[config.mk]
export PLATFORM = sky130hd
export DESIGN_NAME = alu_share_arbiter_flat
export DESIGN_NICKNAME = d
export VERILOG_FILES = /design/src/rtl/alu_share_if.sv /design/src/rtl/alu_share_arbiter.sv /design/src/flat_wrapper.sv
export SDC_FILE = /design/constraint.sdc
export NUM_CORES = 1
export LEC_CHECK = 0
export CAP_MARGIN = 20
export CORE_ASPECT_RATIO = 1.5
export CORE_UTILIZATION = 36
export DETAILED_ROUTE_END_ITERATION = 12
export GPL_TIMING_DRIVEN = 0
export PLACE_DENSITY = 0.72
export SETUP_SLACK_MARGIN = 0.15
export SLEW_MARGIN = 25
export SYNTH_ARGS = -nofsm -noshare
export SYNTH_HDL_FRONTEND = slang
export SYNTH_SLANG_ARGS = --single-unit
[constraint.sdc]
create_clock -name clk -period 3.5 [get_ports clk]
set_clock_uncertainty 0.1 [all_clocks]
set_input_delay 0.35 -clock clk [delete_from_list [all_inputs] [get_ports clk]]
set_output_delay 0.35 -clock clk [all_outputs]
set_load 0.02 [all_outputs]
[src/rtl/alu_share_if.sv]
// Request, shared-ALU and response signals of the ALU sharing arbiter.
// The master side is the requesters, the response consumer and the ALU; the slave side is the arbiter.
interface alu_share_if #(
   parameter int NREQ  = 4,
   parameter int WIDTH = 8,
   parameter int OPW   = 3,
   parameter int IDW   = 2
);
   logic [NREQ-1:0]       req_valid;
   logic [NREQ-1:0]       req_ready;
   logic [NREQ*OPW-1:0]   req_op;
   logic [NREQ*WIDTH-1:0] req_a;
   logic [NREQ*WIDTH-1:0] req_b;
   logic [OPW-1:0]        alu_op;
   logic [WIDTH-1:0]      alu_a;
   logic [WIDTH-1:0]      alu_b;
   logic [WIDTH-1:0]      alu_y;
   logic                  rsp_valid;
   logic                  rsp_ready;
   logic [IDW-1:0]        rsp_id;
   logic [WIDTH-1:0]      rsp_data;
   logic                  busy;

   modport master (
      output req_valid, req_op, req_a, req_b, alu_y, rsp_ready,
      input  req_ready, alu_op, alu_a, alu_b, rsp_valid, rsp_id, rsp_data, busy
   );

   modport slave (
      input  req_valid, req_op, req_a, req_b, alu_y, rsp_ready,
      output req_ready, alu_op, alu_a, alu_b, rsp_valid, rsp_id, rsp_data, busy
   );
endinterface

[src/rtl/alu_share_arbiter.sv]
// Round-robin sharing of one combinational ALU between NREQ requesters.
// Each granted operation is issued for one cycle, then returned on a valid/ready channel tagged with the requester id.
//
//  state   | meaning
//  S_IDLE  | waiting for a request; grant and latch operands combinationally
//  S_ISSUE | operands driven to the ALU; result captured at the clock edge
//  S_RESP  | response valid, held until rsp_ready
module alu_share_arbiter #(
   parameter int NREQ  = 4,
   parameter int WIDTH = 8,
   parameter int OPW   = 3,
   parameter int IDW   = 2
) (
   input logic        clk,
   input logic        rst_n,
   alu_share_if.slave bus
);
   typedef enum logic [1:0] {S_IDLE, S_ISSUE, S_RESP} state_t;

   state_t           state_q, state_d;
   logic [IDW-1:0]   rr_ptr_q, rr_ptr_d;
   logic [IDW-1:0]   id_q, id_d;
   logic [OPW-1:0]   alu_op_q, alu_op_d;
   logic [WIDTH-1:0] alu_a_q, alu_a_d;
   logic [WIDTH-1:0] alu_b_q, alu_b_d;
   logic [WIDTH-1:0] data_q, data_d;
   logic [NREQ-1:0]  ready_c;
   logic             grant_vld;
   logic [IDW-1:0]   grant_id;
   logic [IDW:0]     cand;

   // Scan from the highest offset down so the candidate closest to rr_ptr wins.
   always_comb begin
      grant_vld = 1'b0;
      grant_id  = '0;
      cand      = '0;
      for (int k = NREQ - 1; k >= 0; k--) begin
         cand = {1'b0, rr_ptr_q} + (IDW+1)'(k);
         if (cand >= (IDW+1)'(NREQ)) cand = cand - (IDW+1)'(NREQ);
         if (|(bus.req_valid & (NREQ'(1) << cand))) begin
            grant_vld = 1'b1;
            grant_id  = cand[IDW-1:0];
         end
      end
   end

   always_comb begin
      state_d  = state_q;
      rr_ptr_d = rr_ptr_q;
      id_d     = id_q;
      alu_op_d = alu_op_q;
      alu_a_d  = alu_a_q;
      alu_b_d  = alu_b_q;
      data_d   = data_q;
      ready_c  = '0;
      case (state_q)
         S_IDLE: begin
            if (grant_vld) begin
               ready_c  = NREQ'(1) << grant_id;
               alu_op_d = bus.req_op[int'(grant_id)*OPW +: OPW];
               alu_a_d  = bus.req_a[int'(grant_id)*WIDTH +: WIDTH];
               alu_b_d  = bus.req_b[int'(grant_id)*WIDTH +: WIDTH];
               id_d     = grant_id;
               rr_ptr_d = (grant_id == IDW'(NREQ - 1)) ? '0 : grant_id + 1'b1;
               state_d  = S_ISSUE;
            end
         end
         S_ISSUE: begin
            data_d  = bus.alu_y;
            state_d = S_RESP;
         end
         S_RESP: begin
            if (bus.rsp_ready) state_d = S_IDLE;
         end
         default: state_d = S_IDLE;
      endcase
   end

   always_ff @(posedge clk or negedge rst_n) begin
      if (!rst_n) begin
         state_q  <= S_IDLE;
         rr_ptr_q <= '0;
         id_q     <= '0;
         alu_op_q <= '0;
         alu_a_q  <= '0;
         alu_b_q  <= '0;
         data_q   <= '0;
      end else begin
         state_q  <= state_d;
         rr_ptr_q <= rr_ptr_d;
         id_q     <= id_d;
         alu_op_q <= alu_op_d;
         alu_a_q  <= alu_a_d;
         alu_b_q  <= alu_b_d;
         data_q   <= data_d;
      end
   end

   // Grants are suppressed while reset is asserted, even though the FSM already sits in IDLE.
   assign bus.req_ready = rst_n ? ready_c : '0;
   assign bus.alu_op    = alu_op_q;
   assign bus.alu_a     = alu_a_q;
   assign bus.alu_b     = alu_b_q;
   assign bus.rsp_valid = (state_q == S_RESP);
   assign bus.rsp_id    = id_q;
   assign bus.rsp_data  = data_q;
   assign bus.busy      = (state_q != S_IDLE);
endmodule

[src/flat_wrapper.sv]
// flat-port wrapper written by rule: the top's interface ports become plain ports
module alu_share_arbiter_flat 
#(
   parameter int NREQ  = 4,
   parameter int WIDTH = 8,
   parameter int OPW   = 3,
   parameter int IDW   = 2
)
  (clk, rst_n, bus_req_valid, bus_req_op, bus_req_a, bus_req_b, bus_alu_y, bus_rsp_ready, bus_req_ready, bus_alu_op, bus_alu_a, bus_alu_b, bus_rsp_valid, bus_rsp_id, bus_rsp_data, bus_busy);
  alu_share_if #(.NREQ(NREQ), .WIDTH(WIDTH), .OPW(OPW), .IDW(IDW)) bus_i ();
  input logic clk;
  input logic rst_n;
  input wire logic [$bits(bus_i.req_valid)-1:0] bus_req_valid;
  input wire logic [$bits(bus_i.req_op)-1:0] bus_req_op;
  input wire logic [$bits(bus_i.req_a)-1:0] bus_req_a;
  input wire logic [$bits(bus_i.req_b)-1:0] bus_req_b;
  input wire logic [$bits(bus_i.alu_y)-1:0] bus_alu_y;
  input wire logic [$bits(bus_i.rsp_ready)-1:0] bus_rsp_ready;
  output wire logic [$bits(bus_i.req_ready)-1:0] bus_req_ready;
  output wire logic [$bits(bus_i.alu_op)-1:0] bus_alu_op;
  output wire logic [$bits(bus_i.alu_a)-1:0] bus_alu_a;
  output wire logic [$bits(bus_i.alu_b)-1:0] bus_alu_b;
  output wire logic [$bits(bus_i.rsp_valid)-1:0] bus_rsp_valid;
  output wire logic [$bits(bus_i.rsp_id)-1:0] bus_rsp_id;
  output wire logic [$bits(bus_i.rsp_data)-1:0] bus_rsp_data;
  output wire logic [$bits(bus_i.busy)-1:0] bus_busy;
  assign bus_i.req_valid = bus_req_valid;
  assign bus_i.req_op = bus_req_op;
  assign bus_i.req_a = bus_req_a;
  assign bus_i.req_b = bus_req_b;
  assign bus_i.alu_y = bus_alu_y;
  assign bus_i.rsp_ready = bus_rsp_ready;
  assign bus_req_ready = bus_i.req_ready;
  assign bus_alu_op = bus_i.alu_op;
  assign bus_alu_a = bus_i.alu_a;
  assign bus_alu_b = bus_i.alu_b;
  assign bus_rsp_valid = bus_i.rsp_valid;
  assign bus_rsp_id = bus_i.rsp_id;
  assign bus_rsp_data = bus_i.rsp_data;
  assign bus_busy = bus_i.busy;
  alu_share_arbiter #(.NREQ(NREQ), .WIDTH(WIDTH), .OPW(OPW), .IDW(IDW)) u_core (.clk(clk), .rst_n(rst_n), .bus(bus_i));
endmodule
### After elaboration in Yosys (flattened, before gate mapping)

Index checks and enable logic that the tools add are counted.

| storage, ports and cells | value |
|---|---|
| bits of input ports | 91 |
| output and inout bits | 35 |
| memories kept | 0 |
| bits in registers | 33 |
| latch bits | 0 |
| memory bits (read-only) | 0 |
| RAM bits | 0 |

| cells by class | value |
|---|---|
| shifts and indexed selects | 8 |
| multiplexer cells | 19 |
| multipliers | 1 |
| bitwise gates (word level) | 4 |
| add/subtract/negate cells | 8 |
| order comparisons | 4 |
| reductions and logical operators | 8 |
| eq/ne operators | 5 |
| div/mod/pow operators | 0 |

Operators with widths:

| kind | count |
|---|---|
| 32-bit by 6-bit indexed part select with 8-bit output | 2 |
| 12-bit by 32-bit indexed part select with 3-bit output | 1 |
| 4-bit AND | 4 |
| 4-bit OR reduction | 4 |
| 1-bit by 3-bit << shifter with 4-bit output (first input constant) | 4 |
| 2-bit two-way mux | 7 |
| 3-bit two-way mux | 4 |
| 4-bit two-way mux | 3 |
| 3-bit greater-or-equal comparator (second input constant) | 3 |
| 3-bit subtractor (second input constant) | 3 |
| 2-bit by 2-bit adder with 3-bit output (second input constant) | 2 |
| 2-bit one-hot mux with 3 select lines | 1 |
| 2-bit equality test (second input constant) | 2 |
| 2-bit by 2-bit multiplier with 4-bit output (second input constant) | 1 |
| 1-bit two-way mux | 4 |
| 2-bit AND reduction | 2 |
| 1-bit by 2-bit << shifter with 4-bit output (first input constant) | 1 |
| 2-bit by 1-bit adder with 3-bit output (second input constant) | 1 |
| 2-bit by 3-bit greater-or-equal comparator with 1-bit output (second input constant) | 1 |
| 2-bit by 3-bit subtractor with 3-bit output (second input constant) | 1 |
| 2-bit by 1-bit adder with 2-bit output (second input constant) | 1 |
| 2-bit by 1-bit equality test with 1-bit output (second input constant) | 1 |
| 2-bit zero test | 1 |
| 2-bit by 1-bit != test with 1-bit output (second input constant) | 1 |
| 2 further kinds | 2 |

### Logic depth before layout (Yosys ltp)

| depth | value |
|---|---|
| depth after elaboration | 14 |
| mapped depth | 16 |

### Least setup slack after synthesis

OpenSTA, ideal clock, no wires.

| path | value |
|---|---|
| path type | reg-to-output |
| from | register u_core.rr_ptr_q[0] |
| to | output bus_req_ready[2] |
| cell stages (with the launch flop) | 14 |
| data arrival time | 3.374 ns |
| required time | 3.050 ns |
| setup slack | -0.324 ns |
| cells stage by stage | dfrtp_1 -> clkbuf_1 -> clkbuf_1 -> buf_1 -> inv_1 -> ha_1 -> a22o_1 -> or2_4 -> o211a_1 -> buf_6 -> nor2_1 -> a21o_1 -> inv_2 -> nor3b_1 |

| between the ends | value |
|---|---|
| word-level cells in the longest chain between the ends | 14 |

RTL lines:

| element | RTL line | RTL |
|---|---|---|
| start, declared | alu_share_arbiter.sv:21 | `logic [IDW-1:0] rr_ptr_q, rr_ptr_d;` |
| start signal, assigned | alu_share_arbiter.sv:90 | `rr_ptr_q <= rr_ptr_d;` |
| 2-bit by 2-bit adder with 3-bit output | alu_share_arbiter.sv:38 | `cand = {1'b0, rr_ptr_q} + (IDW+1)'(k);` |
| 3-bit subtractor / 3-bit greater-or-equal comparator (equally long branches) | alu_share_arbiter.sv:39 | `if (cand >= (IDW+1)'(NREQ)) cand = cand - (IDW+1)'(NREQ);` |
| 3-bit two-way mux | alu_share_arbiter.sv:39 |  |
| 1-bit by 3-bit << shifter with 4-bit output | alu_share_arbiter.sv:40 | `if (\|(bus.req_valid & (NREQ'(1) << cand))) begin` |
| 4-bit AND | alu_share_arbiter.sv:40 |  |
| 4-bit OR reduction | alu_share_arbiter.sv:40 |  |
| 2-bit two-way mux (4 in series) | alu_share_arbiter.sv:40 |  |
| 1-bit by 2-bit << shifter with 4-bit output | alu_share_arbiter.sv:59 | `ready_c = NREQ'(1) << grant_id;` |
| 4-bit two-way mux (*) | alu_share_arbiter.sv:58 | `if (grant_vld) begin` |
| 4-bit two-way mux (*) | alu_share_arbiter.sv:56 | `case (state_q)` |
| 4-bit two-way mux (*) | alu_share_arbiter.sv:100 | `assign bus.req_ready = rst_n ? ready_c : '0;` |
| end, declared | flat_wrapper.sv:19 | `output wire logic [$bits(bus_i.req_ready)-1:0] bus_req_ready;` |

Mark *: on every way between the ends. The rest lies on a longest branch, timed or not.

### Worst setup path in the final report

| path | value |
|---|---|
| from | register u_core.rr_ptr_q[0] |
| to | output bus_req_ready[3] |

The elaborated chain is that of the path after synthesis.

==> impl_metrics.env <==
export IMPL_synth_cell_types=41
export IMPL_worstSetupEndpointType="output pin"
export IMPL_min_period_over_period_pct=94.3
export IMPL_grt_max_degree=21
export IMPL_seqPwrFrac_pct=12.6
export IMPL_clockBufferDepth=2
export IMPL_path_cells="clkbuf_8 > clkbuf_16 > buf_12 > inv_6 > ha_4 > a22o_4 > or2_4 > o211a_4 > buf_8 > nor2_2 > a21o_1 > inv_2 > ha_2 > and3_1 > buf_4"
export IMPL_wl_per_cell_um=18.4
export IMPL_met3_usage_pct=3.35
export IMPL_worst_pin_slew_ns=0.467
export IMPL_setup_ws_ns=0.199
export IMPL_place_congestion=0.850
export IMPL_power_density_mw_per_mm2=1170
export IMPL_synth_warnings=0
export IMPL_antenna_found_initial=0
export IMPL_regToRegSetupSlack_ns=0.42
export IMPL_hold_viol=0
export IMPL_p_leak_uw=0.00204
export IMPL_met1_usage_pct=24.9
export IMPL_slew_headroom_pct=68.9
export IMPL_syn_nets=421
export IMPL_routed_wl_um=10600
export IMPL_start_util_pct=37.5
export IMPL_power_switching_uw=2620
export IMPL_criticalPathCategory="reg2out"
export IMPL_finalSetupViolations=0
export IMPL_die_y_um=115
export IMPL_synth_area_mm2=0.00304
export IMPL_portBuffers=125
export IMPL_cts_buffers=5
export IMPL_max_stage_delay_ns=0.38
export IMPL_cpMaxStageDelayCell="dfrtp_1"
export IMPL_drive_above_1_share_pct=22.7
export IMPL_cp_top_family="buffers and inverters"
export IMPL_fin_cells=577
export IMPL_vias=3335
export IMPL_startpoint_type="flip-flop"
export IMPL_rsz0062_at_grt="true"
export IMPL_p_int_uw=3100
export IMPL_ys_seq_elements=33
export IMPL_synth_edf_count=0
export IMPL_r2r_start="u_core.rr_ptr_q[0]"
export IMPL_htree_levels=2
export IMPL_arrival_ns=2.85
export IMPL_grtUsageTotal_pct=23.5
export IMPL_ys_seq_area_share_pct=27.1
export IMPL_max_clock_freq_mhz=303
export IMPL_drt_pass1_iter_count=6
export IMPL_ios=126
export IMPL_diodes=0
export IMPL_ir_worst_vdd_mv=0.663
export IMPL_avgViaCountPerCell=5.78
export IMPL_fin_hold_ws_ns=0.406
export IMPL_status="finished, final reports clean"
export IMPL_maxCapViolations=0
export IMPL_worstHoldPathType="reg2reg"
export IMPL_busiest_layer="met2"
export IMPL_root_buffer="clkbuf_16"
export IMPL_hold_path_end="u_core.bus.rsp_data[2]"
export IMPL_drt_iter0_markers=238
export IMPL_ant_nets=0
export IMPL_hp_start="u_core.bus.rsp_data[2]"
export IMPL_hold_path_cell_count=1
export IMPL_worst_path_buf_inv=7
export IMPL_numClockSinks=33
export IMPL_clk_latency_ns=0.28
export IMPL_dp_hpwl_um=7900
export IMPL_syn_to_final_growth_pct=60.8
export IMPL_period_minus_slack_ns=3.30
export IMPL_rows=40
export IMPL_cts_tree="built"
export IMPL_use_met2_pct=45.1
export IMPL_drc=0
export IMPL_synth_async_reset_ratio_pct=100
export IMPL_worstRegToRegCells=13
export IMPL_synth_main_ff_cell="dfrtp_1"
export IMPL_core_region_area_mm2=0.00811
export IMPL_comb_power_share_pct=78.4
export IMPL_grt_pass1_wl_um=16300
export IMPL_syn_inst=324
export IMPL_slew_violations=0
export IMPL_clkPwrFrac_pct=9.0
export IMPL_dp_worst_setup_slack_ns=-0.843
export IMPL_grt_remaining_overflow=0
export IMPL_dieWidth_um=77.1
export IMPL_dpl_cell_count=555
export IMPL_crit_path_max_fanout=4
export IMPL_cp_required_ns=3.05
export IMPL_syn_area_per_cell_um2=9.39
export IMPL_fin_nets=568
export IMPL_sw_frac_of_total_pct=45.8
export IMPL_total_power_uw=5730
export IMPL_dieArea_mm2=0.00883
export IMPL_grt_pass1_vias=3343
export IMPL_r2r_end="u_core.bus.alu_a[5]"
export IMPL_clkSlewWorstSetupHoldPaths_ns=0.05
power by group through the flow:
stage | logic (uW) | registers, uW | clock network, uW
4_1_cts | 4360 | 723 | 521
2_1_floorplan | 2710 | 906 | 0
3_5_place_dp | 4050 | 723 | 0
3_3_place_gp | 3970 | 719 | 0
6_report | 4490 | 724 | 514
5_1_grt | 4780 | 745 | 534
layout make-up:
| cell class | instances | area, um^2 |
|---|---|---|
| plain buffers | 36 | 288 |
| clock inverters | 1 | 30.0 |
| well taps | 105 | 131 |
| clock buffers | 7 | 143 |
| repair buffers | 140 | 1360 |
| fillers | 745 | 3220 |
| flip-flops and latches | 33 | 827 |
| inverters | 6 | 27.5 |
| multi-input cells | 249 | 2080 |
cells in the mapped netlist, types with 2 or more instances:
cell type / n / share of area, %
buf_1: 2 / 0.25
dfrtp_1: 33 / 27
inv_1: 4 / 0.49
a221o_1: 19 / 6.3
a22o_1: 2 / 0.58
a22oi_2: 12 / 4.9
nor3_1: 2 / 0.33
mux2i_1: 20 / 6.6
nor2_1: 7 / 0.86
a22oi_1: 13 / 3.2
buf_2: 13 / 2.1
buf_6: 7 / 2.6
nand3_1: 38 / 6.3
mux2_4: 8 / 3.9
inv_2: 2 / 0.25
clkbuf_1: 12 / 1.5
nand2b_1: 3 / 0.62
ha_1: 6 / 2.5
a21oi_1: 21 / 3.5
mux2_1: 11 / 4.1
and2_1: 2 / 0.41
o2111a_1: 19 / 7.0
nand2_1: 23 / 2.8
o21ai_0: 21 / 3.5
mux2_2: 8 / 3.0
per-layer routing:
metal	share of wire (%)	vias to the layer above
met5	0	-
met4	3.6	0
met3	5.0	32
met2	55	137
met1	37	1617
li1	-	1549
cell usage in the layout (no fill, tap or decap), drive strengths merged:
cell type	Yosys	routed
inv	6	6
a22oi	25	25
mux2i	20	20
o22ai	1	1
a21boi	1	1
and3	1	1
a211oi	1	1
a21oi	21	21
clkbuf	12	18
o2111a	19	19
ha	6	6
nand2	23	23
nor3	2	2
nand2b	3	3
clkdlybuf4s50	0	120
a221o	19	19
a211o	1	1
o211a	1	1
o21ai	21	21
mux2	27	27
dfrtp	33	33
bufinv	0	1
a31oi	1	1
nand3	38	38
a22o	2	2
nor2	7	7
nor3b	1	1
o31ai	1	1
buf	24	44
dlygate4sd3	0	1
a21o	1	1
a31o	1	1
and2	2	2
or2	2	2
o211ai	1	1
worst register-to-register path: stages, from the launching register on:
cell and delay (ns):
dfrtp_1 0.38, clkbuf_8 0.15, clkbuf_16 0.12, buf_12 0.09, inv_6 0.04, ha_4 0.17
a22o_4 0.23, or2_4 0.27, buf_4 0.15, o211ai_4 0.20, buf_6 0.21, mux2_4 0.32
o2111a_1 0.26, a221o_1 0.27
registers in the layout, indices dropped and copies added, names as in the netlist:
signal,flops
u_core.rr_ptr_q,2
u_core.bus.rsp_data,8
u_core.bus.alu_b,8
u_core.bus.alu_op,3
u_core.bus.rsp_id,2
u_core.state_q,2
u_core.bus.alu_a,8
through the flow:
step / TNS [ns] / area (um^2) / utilization [%]
after floorplan: 0 / 3060 / -
after global placement: -4.11 / 4440 / 54.8
after detailed placement: -5.31 / 4470 / 55.1
after CTS: 0 / 4840 / 59.7
after global routing: 0 / 4890 / 60.3
final: 0 / 4890 / 60.3
logic make-up after synthesis:
group	synth area share, %
DFF	27.1
adders and majority gates	2.47
muxes	17.6
AOI/OAI and AO/OA	32.6
buffers and inverters	7.94
and+or+nand+nor	12.3
worst max path at each step:
stage | from | to | slack (ns) | depth (start not counted)
global route | u_core.rr_ptr_q[0] | bus_req_ready[3] | 0.08 | 16
CTS | u_core.rr_ptr_q[0] | bus_req_ready[1] | 0.16 | 14
global placement | u_core.rr_ptr_q[0] | bus_req_ready[3] | -0.79 | 15
detailed placement | u_core.rr_ptr_q[0] | bus_req_ready[3] | -0.84 | 15
finish | u_core.rr_ptr_q[0] | bus_req_ready[3] | 0.20 | 15
floorplan | u_core.rr_ptr_q[0] | bus_req_ready[3] | 0.20 | 14
repair_timing:
| action | CTS | global route |
|---|---|---|
| setup endpoints to repair | 26 | 4 |
| resized for setup | 40 | 17 |
| hold buffers | 1 | 0 |
| pin swaps | 6 | 4 |
| buffers inserted | 11 | 2 |
| endpoints found under the hold margin | 13 | 0 |
Power figures use the tool's default switching activity.
